[src/rtl/pwm_fade_ctrl.sv]
// rtl/pwm_fade_ctrl.sv - register-programmed two-channel duty-level fader for a pair of PWM generators
module pwm_fade_ctrl #(
    parameter int DUTY_WIDTH = 8
) (
    input  logic                  clk,
    input  logic                  rst_n,
    input  logic                  strobe,
    input  logic [3:0]            address,
    input  logic                  data_write,
    input  logic [DUTY_WIDTH-1:0] data_in,
    output logic [DUTY_WIDTH-1:0] data_out,
    output logic [DUTY_WIDTH-1:0] level_0,
    output logic [DUTY_WIDTH-1:0] level_1,
    output logic                  busy,
    output logic                  done
);

    localparam logic [3:0] ADDR_TARGET0 = 4'h0;
    localparam logic [3:0] ADDR_TARGET1 = 4'h1;
    localparam logic [3:0] ADDR_STEP    = 4'h2;
    localparam logic [3:0] ADDR_RATE    = 4'h3;
    localparam logic [3:0] ADDR_CTRL    = 4'h4;
    localparam logic [3:0] ADDR_LEVEL0  = 4'h5;
    localparam logic [3:0] ADDR_LEVEL1  = 4'h6;

    typedef enum logic [0:0] {
        IDLE = 1'b0,
        RAMP = 1'b1
    } state_t;

    state_t                state_q, state_d;
    logic [DUTY_WIDTH-1:0] target0_q;
    logic [DUTY_WIDTH-1:0] target1_q;
    logic [DUTY_WIDTH-1:0] step_q;
    logic [DUTY_WIDTH-1:0] rate_q;
    logic [DUTY_WIDTH-1:0] level0_q, level0_d;
    logic [DUTY_WIDTH-1:0] level1_q, level1_d;
    logic [DUTY_WIDTH-1:0] rate_cnt_q, rate_cnt_d;
    logic                  done_q, done_d;

    logic                  ctrl_wr;
    logic                  start_req;
    logic                  abort_req;
    logic                  clear_req;
    logic [DUTY_WIDTH-1:0] step_eff;
    logic [DUTY_WIDTH-1:0] next0;
    logic [DUTY_WIDTH-1:0] next1;
    logic                  tick;

    // Move one channel at most stp toward tgt; the clamp to tgt keeps it inside 0..max.
    function automatic logic [DUTY_WIDTH-1:0] step_toward(
        input logic [DUTY_WIDTH-1:0] lvl,
        input logic [DUTY_WIDTH-1:0] tgt,
        input logic [DUTY_WIDTH-1:0] stp
    );
        logic [DUTY_WIDTH-1:0] res;
        if (tgt >= lvl) begin
            if ((tgt - lvl) <= stp) res = tgt;
            else                    res = lvl + stp;
        end else begin
            if ((lvl - tgt) <= stp) res = tgt;
            else                    res = lvl - stp;
        end
        return res;
    endfunction

    assign ctrl_wr   = data_write && (address == ADDR_CTRL);
    assign abort_req = ctrl_wr && data_in[1];
    assign start_req = ctrl_wr && data_in[0] && !data_in[1];
    assign clear_req = ctrl_wr && data_in[2];

    assign step_eff = (step_q == '0) ? {{(DUTY_WIDTH-1){1'b0}}, 1'b1} : step_q;
    assign next0    = step_toward(level0_q, target0_q, step_eff);
    assign next1    = step_toward(level1_q, target1_q, step_eff);
    assign tick     = (state_q == RAMP) && strobe && !abort_req && (rate_cnt_q == rate_q);

    always_comb begin
        state_d    = state_q;
        level0_d   = level0_q;
        level1_d   = level1_q;
        rate_cnt_d = rate_cnt_q;
        done_d     = done_q;

        if (clear_req) done_d = 1'b0;

        case (state_q)
            IDLE: begin
                rate_cnt_d = '0;
                if (data_write && address == ADDR_LEVEL0) level0_d = data_in;
                if (data_write && address == ADDR_LEVEL1) level1_d = data_in;
                if (start_req) begin
                    if (level0_q == target0_q && level1_q == target1_q) begin
                        done_d = 1'b1;
                    end else begin
                        done_d  = 1'b0;
                        state_d = RAMP;
                    end
                end
            end
            RAMP: begin
                if (abort_req) begin
                    state_d    = IDLE;
                    rate_cnt_d = '0;
                end else if (tick) begin
                    rate_cnt_d = '0;
                    level0_d   = next0;
                    level1_d   = next1;
                    // Completion overrides a clear-done arriving in the same cycle.
                    if (next0 == target0_q && next1 == target1_q) begin
                        state_d = IDLE;
                        done_d  = 1'b1;
                    end
                end else if (strobe) begin
                    rate_cnt_d = rate_cnt_q + 1'b1;
                end
            end
            default: state_d = IDLE;
        endcase
    end

    always_ff @(posedge clk) begin
        if (!rst_n) begin
            state_q    <= IDLE;
            target0_q  <= '0;
            target1_q  <= '0;
            step_q     <= '0;
            rate_q     <= '0;
            level0_q   <= '0;
            level1_q   <= '0;
            rate_cnt_q <= '0;
            done_q     <= 1'b0;
        end else begin
            state_q    <= state_d;
            level0_q   <= level0_d;
            level1_q   <= level1_d;
            rate_cnt_q <= rate_cnt_d;
            done_q     <= done_d;
            if (data_write) begin
                case (address)
                    ADDR_TARGET0: target0_q <= data_in;
                    ADDR_TARGET1: target1_q <= data_in;
                    ADDR_STEP:    step_q    <= data_in;
                    ADDR_RATE:    rate_q    <= data_in;
                    default: ;
                endcase
            end
        end
    end

    always_comb begin
        data_out = '0;
        case (address)
            ADDR_TARGET0: data_out = target0_q;
            ADDR_TARGET1: data_out = target1_q;
            ADDR_STEP:    data_out = step_q;
            ADDR_RATE:    data_out = rate_q;
            ADDR_CTRL:    data_out = {{(DUTY_WIDTH-3){1'b0}}, done_q, 1'b0, busy};
            ADDR_LEVEL0:  data_out = level0_q;
            ADDR_LEVEL1:  data_out = level1_q;
            default:      data_out = '0;
        endcase
    end

    assign busy    = (state_q == RAMP);
    assign done    = done_q;
    assign level_0 = level0_q;
    assign level_1 = level1_q;

endmodule

[config.mk]
export PLATFORM = sky130hd
export DESIGN_NAME = pwm_fade_ctrl
export DESIGN_NICKNAME = d
export VERILOG_FILES = /design/src/rtl/pwm_fade_ctrl.sv
export SDC_FILE = /design/constraint.sdc
export NUM_CORES = 1
export LEC_CHECK = 0
export BUFFER_PORTS_ARGS = -buffer_cell sky130_fd_sc_hd__buf_2
export CAP_MARGIN = 20
export CORE_MARGIN = 2
export CORE_UTILIZATION = 45
export DETAILED_ROUTE_END_ITERATION = 8
export GPL_TIMING_DRIVEN = 0
export MAX_ROUTING_LAYER = met4
export PLACE_DENSITY = 0.63
export SLEW_MARGIN = 20
export SYNTH_ARGS = -nofsm -noshare
export SYNTH_HDL_FRONTEND = slang
export SYNTH_SLANG_ARGS = --single-unit
export TNS_END_PERCENT = 10
[constraint.sdc]
create_clock -name clk -period 6.45 [get_ports clk]
set_input_delay 0.9675 -clock clk [delete_from_list [all_inputs] [get_ports clk]]
set_output_delay 0.9675 -clock clk [all_outputs]
set_load 0.01 [all_outputs]
======== Yosys cells after proc, flatten, opt, wreduce, memory -nomap -nowiden ========
Index checks and enable logic that the tools add are counted.
storage, ports and cells
  input port bits ......................... 16
  logic and storage cells ................. 96
  register bits ........................... 58
  output and inout port bits .............. 26
operators by class
  magnitude comparators ................... 6
  add/sub/neg operators ................... 9
  multiplexer cells ....................... 33
  equal/unequal tests ..................... 16
  bitwise gates (word level) .............. 1
  reductions and logical operators ........ 22
operators by type and width
  operator             count
  $mux 8               16
  $pmux 8 s7           1
  $pmux 8 s2           3
  $sub 8x8->8          6
  $eq 8x8->1           5
  $le 8x8->1           4
  $add 8x8->8          2
  $ge 8x8->1           2
  $eq 4x3->1 const B   3
  $logic_and 1x1->1    12
  $mux 1               11
  $add 8x1->8 const B  1
  $eq 4x2->1 const B   2
  $logic_not 8->1      1
  $reduce_and 2->1     4
  $ne 2x2->1 const B   3
  $reduce_and 3->1     2
  $eq 4x1->1 const B   1
  $logic_not 4->1      1
  $ne 4x2->1 const B   1
  $pmux 1 s2           2
  $logic_not 1->1      2
  $ne 2x1->1 const B   1
  $not 1->1            1

======== Logic depth before layout (Yosys ltp) ========
  depth in word-level cells ............... 11
  gate-level depth with buffers ........... 21
  depth with buffers taken out ............ 19

======== Worst setup path after synthesis ========
No wires, ideal clock.
  path kind ............................... reg-to-reg
  start ................................... register level1_q[1] (netlist: level_1[1])
  end ..................................... register state_q (netlist: busy)
  period minus slack after synthesis ...... 4121 ps
  buffers on the path ..................... 1
  setup slack ............................. 2329 ps
  arrival time ............................ 3996 ps
  cell stages (with the launch flop) ...... 20
  data required time ...................... 6325 ps
  setup time .............................. 125 ps
  cell sequence ........................... dfxtp_1 > inv_1 > ha_1 > nor2b_1 > o21ai_0 > a21boi_0 > o21a_1 > nor2_1 > o21bai_1 > a21oi_1 > xnor2_1 > ha_1 > nand4_1 > o21ai_0 > a21o_1 > buf_2 > o2111ai_1 > a2111oi_2 > nand4_1 > o41a_1
on the way
  cells in the longest elaborated chain, start to end .. 10
  elaborated cells between the ends (all ways) .. 20
  those cells by class .................... 4 x add/sub; 3 x order compare; 2 x eq/ne; 9 x mux; 2 x reduce/logical
RTL lines
  element                                RTL line  text
  start, declared                        37        logic [DUTY_WIDTH-1:0] level1_q, level1_d;
  start signal, assigned                 135       level1_q <= level1_d;
  $sub 8x8->8, on equally long branches  61, 58
  $le 8x8->1, on equally long branches   61, 58
  $mux 8, on equally long branches       61, 58
  $mux 8                                 57        if (tgt >= lvl) begin
  $eq 8x8->1                             109       if (next0 == target0_q && next1 == target1_q) begin
  $logic_and 1x1->1                      109
  $mux 1                                 109
  $mux 1                                 104       end else if (tick) begin
  $mux 1                                 101       if (abort_req) begin
  $pmux 1 s2 (*)                         86        case (state_q)
  end signal, assigned                   133       state_q <= state_d;
  end, declared                          31        state_t state_q, state_d;
Mark *: on every way between the ends. The rest lies on a longest branch, timed or not.
A chain may end at the register's enable or synchronous reset.

======== Worst setup path after layout ========
Same ends and word-level chain as after synthesis.

==> results.cfg <==
[clocking]
htree_levels = 3
ctsRootBufferMaster = clkbuf_16
cts-hold-fix-buffers = 0
clock_path_buffers = 2
cts_buffers = 9
clock_insertion_delay_worst_skew_ps = 330
clk_pin_slew_ps = 50
cts_tree = built
ctsResizeCount = 0
cts_setup_buffers = 0
clock-sinks = 58

[sta]
setup_tns_ps = 0
hold_violations = 0
fin_crit_sh = 0.869
slew_headroom = 0.319
max_freq_ghz = 0.178
min_period_ps = 5600
tightest_slew_ps = 1020
slew_viol_final = 0
fin_worst_skew_ps = 4.69
finalSetupViolCount = 0
rsz0062_at_grt = no

[detailed_routing]
drt_first_pass_iters = 7
drtIter0Drc = 640
wire_per_inst_um = 20.8
antenna_left = 0
viasPerCell = 6.12
via_count = 7197
drt_wl_total_um = 24400
drc = 0

[pwr]
p_per_area_nw_per_um2 = 173
swShare = 0.353
internal_power_mw = 0.863
vdd_drop_max_uv = 165
p_comb_frac = 0.351
pwr-share-seq = 0.281
p_clk_frac = 0.367
p_sw_mw = 0.470
p_total_mw = 1.33
power.leakage_nw = 3.24

[global_route]
antenna_found_initial = 0
grt_pass1_wl_um = 37900
grt_use_total = 0.309
grt_max_degree = 11
grt_overflow = 0
grt_pass1_vias = 6700

[placed_design]
gp_congestion = 0.964
dpl_cell_area_um2 = 7410
io_buffers = 41
hpwl_um = 19000

[setup_path]
timing.reg2reg.setup_slack_ps = 850
start_kind = flip-flop
crit_type = flip-flop to flip-flop
crit_fanout = 10
critPathRequiredTime_ps = 6660
critical_path_arrival_ps = 5820
endpoint_kind = flip-flop

[worst_hold_path]
holdCritPathClass = flip-flop to flip-flop

[floorplanning]
io_pins = 42
die_w_um = 128
fp.dieH_um = 128
initial_utilization = 0.460
coreArea_um2 = 15100
dieArea_um2 = 16500
rows = 45

[cells_and_area]
diodes = 0
nets = 1099
final_area_um2 = 7720
area_growth_pct = 10.7
drive_gt1_frac = 0.0860

[synthesis]
synth_seq_cells = 58
synthArstFlopShare = 0
synth.most_common_cell = a21oi_1
synth_edf_count = 0
yosys.area.top_type = dfxtp_1
syn_avg_cell_area_um2 = 7.48
ys_seq_area_frac = 0.167
synth_common_cells = a21oi_1, ha_1, nand2_1
yosys_warnings = 0
syn_nets = 1047
synth_cells = 932
ys_types = 76
synth_ff_type = dfxtp_1
netlist_area_um2 = 6970
synth.top_cell.area_share = 0.167
netlist_top_cells_area = dfxtp_1, ha_1, a21oi_1, xnor2_1, nand2_1

[run]
max-cap-violations = 0

[status]
status = complete, no violations
-- registers in the layout, indices dropped and copies added (netlist names) --
name	flops
rate_cnt_q	8
step_q	8
done	1
busy	1
level_1	8
target0_q	8
target1_q	8
rate_q	8
level_0	8
-- power by group through the flow --
stage,clock [mW],sequential (mW),combinational [mW]
CTS,0.494,0.374,0.458
finish,0.490,0.375,0.469
global route,0.513,0.375,0.516
floorplan,0,0.378,0.337
global placement,0,0.382,0.455
detailed placement,0,0.382,0.456
-- cells by family (layout without fill, tap and decap cells) --
| group | after synthesis | count (layout) | share of synthesized area |
|---|---|---|---|
| compound gates | 301 | 301 | 0.289 |
| simple gates | 283 | 283 | 0.198 |
| buf+inv | 119 | 175 | 0.0669 |
| fa+ha+maj | 99 | 99 | 0.186 |
| xor+xnor | 59 | 59 | 0.0752 |
| flops | 58 | 58 | 0.167 |
| mux | 13 | 13 | 0.0188 |
-- placed cells by master, fill, tap and decap left out, types with 4 or more instances in the layout --
master / n
a211o_1: 6
a211oi_1: 7
a21o_1: 16
a21oi_1: 104
a221o_1: 6
a221oi_1: 9
a22oi_1: 15
a31o_2: 4
a31oi_1: 6
and3_1: 11
buf_2: 50
clkbuf_1: 32
clkbuf_16: 9
dfxtp_1: 58
fa_1: 8
ha_1: 91
inv_1: 74
mux2i_1: 12
nand2_1: 79
nand2b_1: 9
nand3_1: 37
nand3b_1: 4
nand4_1: 12
nor2_1: 62
nor2b_1: 22
nor3_1: 19
nor4_1: 7
o2111ai_1: 4
o211ai_1: 11
o21a_1: 6
o21ai_0: 48
o21bai_1: 8
o221ai_1: 10
o22ai_1: 4
or3_1: 5
xnor2_1: 36
xor2_1: 22
-- path summary, 6_finish.rpt --
path,cells after the start,endpoint,startpoint
min,2,step_q[3],step_q[3]
max,19,busy,level_1[1]
max reg2reg,19,busy,level_1[1]
min reg2reg,2,step_q[3],step_q[3]
-- critical path, stage by stage (launching register included) --
cell and delay (ps):
dfxtp_1 600, inv_1 250, ha_1 360, nor2b_1 130
o21ai_0 210, a21boi_0 220, o21a_1 220, nor2_1 160
o21bai_1 80, a21oi_1 200, xnor2_1 90, ha_1 310
nand4_1 130, nor2_1 190, a211oi_1 130, o21ai_1 680
o22ai_1 230, nor4_1 570, nand4_1 280, o41a_1 430
-- per-stage QoR --
step,cells,util,hold slack [ps],setup WS [ps]
after detailed placement,1161,0.489,460,982
after CTS,1176,0.510,468,948
final,1176,0.510,467,846
after global placement,1161,0.489,459,953
after floorplan,932,-,448,2330
after global routing,1176,0.510,501,523
-- layer usage --
metal  routed length, um  global-route usage
met1               10900               0.424
met2               10700               0.465
met3                2080              0.0428
met4                 664               0.105
met5                   0                   -
-- area by class of cell --
class / instances / area [um2]
fillers: 1569 / 7430
multi-input cells: 755 / 5350
flip-flops and latches: 58 / 1160
inverters: 76 / 285
clock buffers: 13 / 270
well taps: 188 / 235
repair buffers: 41 / 205
plain buffers: 43 / 181
clock inverters: 2 / 35.0
Note: power is estimated with default switching activity, not from simulation.
